File: src/rtl/fetch_unit_pkg.sv
// Shared types for the instruction fetch stage: common scalar aliases, FSM state and
// the {pc, raw_instr} record delivered to decode.
package fetch_unit_pkg;

  typedef logic        u1;
  typedef logic [31:0] u32;
  typedef logic [63:0] u64;
  typedef u64          addr_t;

  typedef enum logic [1:0] {
    REQ  = 2'd0,
    WAIT = 2'd1,
    HOLD = 2'd2
  } fetch_state_t;

  typedef struct packed {
    addr_t pc;
    u32    raw_instr;
  } fetch_data_t;

  localparam addr_t PC_RESET = 64'h8000_0000;

endpackage

File: src/rtl/fetch_unit.sv
// Instruction fetch: owns the PC, keeps one read outstanding on the instruction bus and
// hands {pc, instr} to decode. Optional stall counter under FETCH_PERF_EN.
//
// state | meaning
// REQ   | presenting (or about to present) a read at req_addr
// WAIT  | address accepted, waiting for the data beat
// HOLD  | instruction held for decode, waiting for out_ready
module fetch_unit
  import fetch_unit_pkg::*;
#(
  parameter int              XLEN     = 64,
  parameter logic [XLEN-1:0] RESET_PC = XLEN'(PC_RESET)
) (
  input  logic            clk,
  input  logic            reset,
  output logic            ireq_valid,
  output logic [XLEN-1:0] ireq_addr,
  input  logic            iresp_addr_ok,
  input  logic            iresp_data_ok,
  input  logic [31:0]     iresp_data,
  input  logic            redirect_valid,
  input  logic [XLEN-1:0] redirect_pc,
  output logic            out_valid,
  input  logic            out_ready,
  output logic [XLEN-1:0] out_pc,
  output logic [31:0]     out_instr
`ifdef FETCH_PERF_EN
  ,
  output logic [63:0]     perf_stall_cnt
`endif
);

  fetch_state_t    state, state_n;
  logic [XLEN-1:0] pc, pc_n;
  logic [XLEN-1:0] req_addr;
  logic            drop, drop_n;
  logic            latch;
  logic            accept;
  logic            addr_pending;

  assign accept       = (state == REQ) && ireq_valid && iresp_addr_ok;
  // A presented address must stay on the bus until the bus takes it.
  assign addr_pending = (state == REQ) && ireq_valid && !iresp_addr_ok;

  always_comb begin
    state_n = state;
    drop_n  = drop;
    pc_n    = pc;
    latch   = 1'b0;
    if (redirect_valid) pc_n = {redirect_pc[XLEN-1:2], 2'b00};
    case (state)
      REQ: begin
        if (accept) begin
          if (iresp_data_ok) begin
            if (drop || redirect_valid) begin
              state_n = REQ;
              drop_n  = 1'b0;
            end else begin
              state_n = HOLD;
              latch   = 1'b1;
            end
          end else begin
            state_n = WAIT;
            drop_n  = drop | redirect_valid;
          end
        end else if (redirect_valid && ireq_valid) begin
          drop_n = 1'b1;
        end
      end
      WAIT: begin
        if (iresp_data_ok) begin
          if (drop || redirect_valid) begin
            state_n = REQ;
            drop_n  = 1'b0;
          end else begin
            state_n = HOLD;
            latch   = 1'b1;
          end
        end else begin
          drop_n = drop | redirect_valid;
        end
      end
      HOLD: begin
        if (redirect_valid) begin
          state_n = REQ;
        end else if (out_ready) begin
          state_n = REQ;
          pc_n    = pc + XLEN'(4);
        end
      end
      default: state_n = REQ;
    endcase
  end

  always_ff @(posedge clk) begin
    if (reset) begin
      state      <= REQ;
      pc         <= RESET_PC;
      drop       <= 1'b0;
      ireq_valid <= 1'b0;
      req_addr   <= RESET_PC;
      out_pc     <= '0;
      out_instr  <= '0;
    end else begin
      state      <= state_n;
      pc         <= pc_n;
      drop       <= drop_n;
      ireq_valid <= (state_n == REQ);
      if (!addr_pending && state_n == REQ) req_addr <= pc_n;
      if (latch) begin
        out_pc    <= req_addr;
        out_instr <= iresp_data;
      end
    end
  end

  assign ireq_addr = req_addr;
  assign out_valid = (state == HOLD);

`ifdef FETCH_PERF_EN
  always_ff @(posedge clk) begin
    if (reset) begin
      perf_stall_cnt <= '0;
    end else if (!(state == HOLD && out_ready) && perf_stall_cnt != '1) begin
      perf_stall_cnt <= perf_stall_cnt + 64'd1;
    end
  end
`endif

endmodule

File: config.mk
export PLATFORM = sky130hd
export DESIGN_NAME = fetch_unit
export DESIGN_NICKNAME = d
export VERILOG_FILES = /design/src/rtl/fetch_unit_pkg.sv /design/src/rtl/fetch_unit.sv
export SDC_FILE = /design/constraint.sdc
export NUM_CORES = 1
export LEC_CHECK = 0
export BUFFER_PORTS_ARGS = -buffer_cell sky130_fd_sc_hd__buf_2
export CAP_MARGIN = 20
export CORE_MARGIN = 1.5
export CORE_UTILIZATION = 35
export CTS_BUF_LIST = sky130_fd_sc_hd__clkbuf_8
export DETAILED_ROUTE_END_ITERATION = 10
export HOLD_SLACK_MARGIN = 0.15
export PLACE_DENSITY_LB_ADDON = 0.1
export SLEW_MARGIN = 20
export SYNTH_ARGS = -nofsm -noshare
export SYNTH_HDL_FRONTEND = slang
export SYNTH_SLANG_ARGS = --single-unit
export TNS_END_PERCENT = 10
File: constraint.sdc
create_clock -name clk -period 5 [get_ports clk]
set_clock_uncertainty 0.1 [all_clocks]
set_input_delay 0.5 -clock clk [delete_from_list [all_inputs] [get_ports clk]]
set_output_delay 0.5 -clock clk [all_outputs]
set_load 0.01 [all_outputs]
**Word level (Yosys, flattened, before mapping)**

Index checks and enable logic that the tools add are counted.

- Register bits after elaboration: 228
- Input port bits: 102
- Output and inout port bits: 162

- Add/subtract/negate cells: 1
- Equal/unequal tests: 3
- Muxes and demuxes: 20
- Bitwise gates (word level): 1
- Reduce and logical (&&, ||, !) cells: 12

Operator list:

| operator | count |
|---|---|
| 64-bit two-way mux | 4 |
| 64-bit by 3-bit adder with 64-bit output, second input constant | 1 |
| 2-bit two-way mux | 6 |
| 1-bit two-way mux | 7 |
| 2-bit case mux with 3 select lines | 1 |
| 1-bit logical AND | 5 |
| 2-bit zero test | 2 |
| 1-bit case mux with 2 select lines | 2 |
| 3-bit by 2-bit inequality test with 1-bit output, second input constant | 1 |
| 2-bit by 1-bit == test with 1-bit output, second input constant | 1 |
| 2-bit == test, second input constant | 1 |
| 1-bit zero test | 2 |
| 2-bit AND reduction | 1 |
| 2-bit nonzero test | 1 |
| 1-bit logical OR | 1 |
| 1-bit bitwise OR | 1 |

**Depth between registers and ports, before layout**

- Word-level depth: 7
- Depth in mapped cells: 9
- Depth with buffers taken out: 7

**Least setup slack after synthesis**

No wires, ideal clock.

- Kind: flip-flop to flip-flop
- Start: register pc[2]
- End: register req_addr[60], in the netlist ireq_addr[60]
- Library setup time: 0.066 ns
- Data arrival time: 2.209 ns
- Path slack: 2.625 ns
- Cell stages (with the launch flop): 10
- Path buffers: 2
- Period minus slack after synthesis: 2.375 ns
- Cells stage by stage: dfxtp_1 ha_1 and3_1 buf_4 nand4_4 or3b_1 clkbuf_2 or4_1 and3_1 a21oi_2

- Word-level cells in the longest chain between the ends: 4

Ends and longest elaborated chain:

| item | RTL line | source |
|---|---|---|
| from (decl) | fetch_unit.sv:34 | `logic [XLEN-1:0] pc, pc_n;` |
| from (signal assigned) | fetch_unit.sv:106 | `pc <= pc_n;` |
| 64-bit by 3-bit adder with 64-bit output | fetch_unit.sv:88 | `pc_n = pc + XLEN'(4);` |
| 64-bit two-way mux | fetch_unit.sv:86 | `end else if (out_ready) begin` |
| 64-bit two-way mux | fetch_unit.sv:84 | `if (redirect_valid) begin` |
| 64-bit two-way mux | fetch_unit.sv:51 | `case (state)` |
| to (signal assigned) | fetch_unit.sv:109 | `if (!addr_pending && state_n == REQ) req_addr <= pc_n;` |
| to (decl) | fetch_unit.sv:35 | `logic [XLEN-1:0] req_addr;` |

Every way passes these cells.
A chain may end at the register's enable or synchronous reset.

**Worst setup path after layout**

- Start: register state[1]
- End: register req_addr[35], in the netlist ireq_addr[35]

- Word-level cells in the longest chain between the ends: 7
- Elaborated cells on any way between the ends: 15
- Those cells by class: eq/ne (2); mux (6); reduce/logical (7)

Ends and longest elaborated chain:

| item | RTL line | source |
|---|---|---|
| from (decl) | fetch_unit.sv:33 | `fetch_state_t state, state_n;` |
| from (signal assigned) | fetch_unit.sv:105 | `state <= state_n;` |
| 2-bit zero test | fetch_unit.sv:41, fetch_unit.sv:43, fetch_unit.sv:51 |  |
| 1-bit logical AND | fetch_unit.sv:41, fetch_unit.sv:43 |  |
| 1-bit logical AND | fetch_unit.sv:41 | `assign accept = (state == REQ) && ireq_valid && iresp_addr_ok;` |
| 2-bit two-way mux | fetch_unit.sv:53 | `if (accept) begin` |
| 2-bit case mux with 3 select lines | fetch_unit.sv:51 |  |
| 2-bit zero test | fetch_unit.sv:109 |  |
| 1-bit logical AND | fetch_unit.sv:109 |  |

Several ways; a longest one is shown, not always the timed one.

==> Implementation_results.wiki <==
{| class="wikitable"
! Metric !! Value
|-
| I/O Buffers || around 260
|-
| Power share of the combinational group || 11.7%
|-
| Detailed Route WL || between 30000 and 40000 um
|-
| Worst hold path class || input port to register
|-
| Part of the total power dissipated in the clock network || 41.8%
|-
| Most common library cell in the layout ignoring fill and taps || nand2_1
|-
| GP Congestion || ~0.8
|-
| Final Hold Fails || 0
|-
| Category of cells accounting for the largest share of critical-path delay || simple AND/OR/NAND/NOR gates
|-
| Worst-path cell chain || and3b_1 -> nand3_1 -> nor4_1 -> xor2_1 -> nor3_1 -> a2111oi_0
|-
| Netlist Area Pre-Place || 0.009659 mm^2
|-
| Outcome || completed
|-
| Register clock-pin slew on the reported worst setup and hold paths || 60 ps
|-
| Routed vias || about 9500
|-
| Placement Rows || 60
|-
| Endpoint arrival time on the critical path || approximately 3300 ps
|-
| Post-place instance area || about 0.011 mm^2
|-
| Pin count of the biggest net entering global routing || 85
|-
| Total global routing track utilization || between 20% and 30%
|-
| Areal power density over the cells || roughly 340 mW/mm^2
|-
| # diodes || 0
|-
| DIE AREA || 0.02860 mm^2
|-
| Warnings, synthesis || 0
|-
| Number of nets still failing antenna checks after routing || 0
|-
| Max Clock Freq || around 0.33 GHz
|-
| CTS H-tree depth || 2
|-
| Synth Net Count || 1305
|-
| Detailed Routing Iterations Pass 1 || 4
|-
| Type of the worst setup path || register to register
|-
| Clk Tree Root Cell || clkbuf_8
|-
| Number of instances in the synthesized netlist || 1202
|-
| Power Internal || 3.152 mW
|-
| Worst hold slack after final layout || ~160 ps
|-
| Number of slew-limit violations in the final report || 0
|-
| HPWL after detailed placement || roughly 20000 um
|-
| Number of antenna violations at the first check in global routing || 1
|-
| Synth cell types || 62
|-
| Number of setup buffers added after CTS || 0
|-
| Register bit total from synthesis || roughly 230
|-
| Synth-to-layout area growth || 32.11%
|-
| Residual overflow from global routing || 0
|-
| Slowest stage cell, crit path || and3b_1
|-
| Register area share after synthesis || approximately 47%
|-
| Layout cells sized above 1 || 23.05%
|-
| Filler cells || about 2700
|-
| CTS Sinks || 228
|-
| Synth async-reset ratio || 0%
|-
| TNS Setup || 0 ps
|-
| Maxcap violations || 0
|-
| Post-route minimum period || 3015 ps
|-
| Average vias per placed instance || a little over 5
|-
| R2r setup slk || approximately 2000 ps
|-
| Highest cell delay on the worst timing path || between 700 and 800 ps
|-
| Type of element launching the critical path || register
|-
| Effective utilization at floorplan || a little over a third
|-
| DRC Markers || 0
|-
| Placed instance count || ~1700
|-
| Switching power || 1.143 mW
|-
| Finished Layout Cells || between 1500 and 2000
|-
| Total power of the final layout || roughly 4.3 mW
|-
| Chip Height || around 170 um
|-
| DRT iter0 DRCs || 565
|-
| Post-Layout Inst Area || between 0.01 and 0.015 mm^2
|-
| Die span in x || approximately 170 um
|-
| Crit. End Element || register
|-
| Maximum buffer depth of the clock tree || 3
|-
| CP Buf/Inv Count || 0
|-
| Worst Path Max Fanout || 18
|-
| Leakage || ~5.3 nW
|-
| Post-Synthesis Mean Instance Area || roughly 8 um^2
|-
| Finish-stage setup viols || 0
|-
| Most instantiated flip-flop cell in the synthesis netlist || dfxtp_1
|-
| Global-route wire length before repair || between 40000 and 50000 um
|-
| Worst slew margin || 33.11%
|-
| Top library cells by usage in the layout, fill and taps aside || nand2_1 (264), buf_2 (260), dfxtp_1 (228)
|-
| RSZ-0062 raised after global routing || no
|-
| Worst VDD drop || around 190 uV
|-
| Number of global-route vias before repair || about 9000
|-
| Worst Tran Pin Value || between 900 and 1000 ps
|-
| Final worst path period share || between 60% and 70%
|-
| Critical Path RT || roughly 5300 ps
|-
| Sequential power share || approximately 47%
|-
| Total Nets Final || about 1600
|-
| Top-Level Pins || around 260
|-
| Number of buffers created by CTS || 42
|-
| Fraction of power spent switching nets || a little over a quarter
|-
| EDFF count, synth || 0
|-
| Core Area || between 0.02 and 0.03 mm^2
|-
| Routed len/inst || approximately 16 um
|-
| Clock latency of the later-clocked register in the worst-skew pair || between 500 and 600 ps
|-
| Clock tree from TritonCTS || done
|}
==> tightest hold or removal path, cell delays in order <==
cell and delay (ps):
buf_2 80, nor2_1 40, nor3_1 130
==> kinds of logic after synthesis <==
logic type / count (synthesis) / share of synthesized area (%)
AOI/OAI and AO/OA: 247 / 15.22
xor gates and xnor gates: 47 / 4.262
adders and majority gates: 1 / 0.1295
buffers and inverters: 99 / 4.352
DFF: 228 / 47.25
muxes: 14 / 1.477
and+or+nand+nor: 566 / 27.31
==> cells in the mapped netlist (4+ instances only) <==
cell type | instances | area share [%]
buf_2 | 4 | 0.21
nor4_1 | 19 | 1.2
o31ai_1 | 4 | 0.31
and4_1 | 10 | 0.91
o21ai_0 | 22 | 1.1
o41ai_1 | 10 | 0.91
nor3_1 | 43 | 2.2
nand4_1 | 21 | 1.4
clkbuf_1 | 69 | 2.7
dfxtp_1 | 228 | 47
and2_1 | 12 | 0.78
o22ai_1 | 17 | 1.1
and3_1 | 28 | 1.8
a21oi_1 | 140 | 7.3
xnor2_1 | 21 | 1.9
mux2i_1 | 12 | 1.2
nand2_1 | 264 | 10
o21a_1 | 8 | 0.62
a211oi_1 | 15 | 1.2
a31oi_1 | 5 | 0.32
xor2_1 | 26 | 2.4
nor2_1 | 94 | 3.7
nand3_1 | 46 | 2.4
inv_1 | 8 | 0.31
buf_4 | 7 | 0.54
buf_1 | 5 | 0.19
==> flip-flops by register name (all words and copies together), names as in the netlist <==
name and cells:
drop 1, ireq_addr 64, out_pc 64, ireq_valid 1, out_instr 32, pc 64
state 2
==> final timing paths <==
path / start / to / depth (start not counted)
setup / recovery: state[1] / ireq_addr[35] / 6
hold reg to reg: out_instr[5] / out_instr[5] / 2
setup reg to reg: state[1] / ireq_addr[35] / 6
hold / removal: redirect_pc[27] / pc[27] / 3
==> layer usage <==
metal	global-route usage (%)	share of wire (%)	vias up
li1	-	-	4785
met1	27.65	47	4420
met2	34.39	46	266
met3	3.975	5.8	42
met4	5.656	1.7	2
met5	0	0.033	-
==> through the flow <==
step / worst slack [ps] / util (%)
detailed placement: 1567 / 41.19
CTS: 2000 / 47.12
finish: 1985 / 47.22
floorplan: 2625 / -
global placement: 1624 / 41.12
global route: 1658 / 47.22
==> power by group through the flow <==
stage | Combinational [mW] | Clock (mW) | Sequential [mW]
2_1_floorplan | 0.252 | 0 | 2.04
3_3_place_gp | 0.450 | 0 | 2.04
3_5_place_dp | 0.454 | 0 | 2.04
4_1_cts | 0.506 | 1.85 | 2.00
5_1_grt | 0.554 | 1.92 | 2.01
6_report | 0.501 | 1.79 | 2.00
==> layout make-up <==
class	count	area, um^2	area share, %
multi-input combinational	875	4711	36.92
sequential	228	4564	35.77
timing repair buffer	349	2201	17.25
clock buffer	52	715.7	5.608
tap	341	426.7	3.343
clock inverter	13	105.1	0.8236
inverter	10	37.54	0.2941
==> timing repair <==
item,CTS,global route
hold buffers,78,0
hold endpoints to repair,82,0
gates resized for setup,0,0
setup endpoints to repair,0,0
Power figures use the tool's default switching activity.
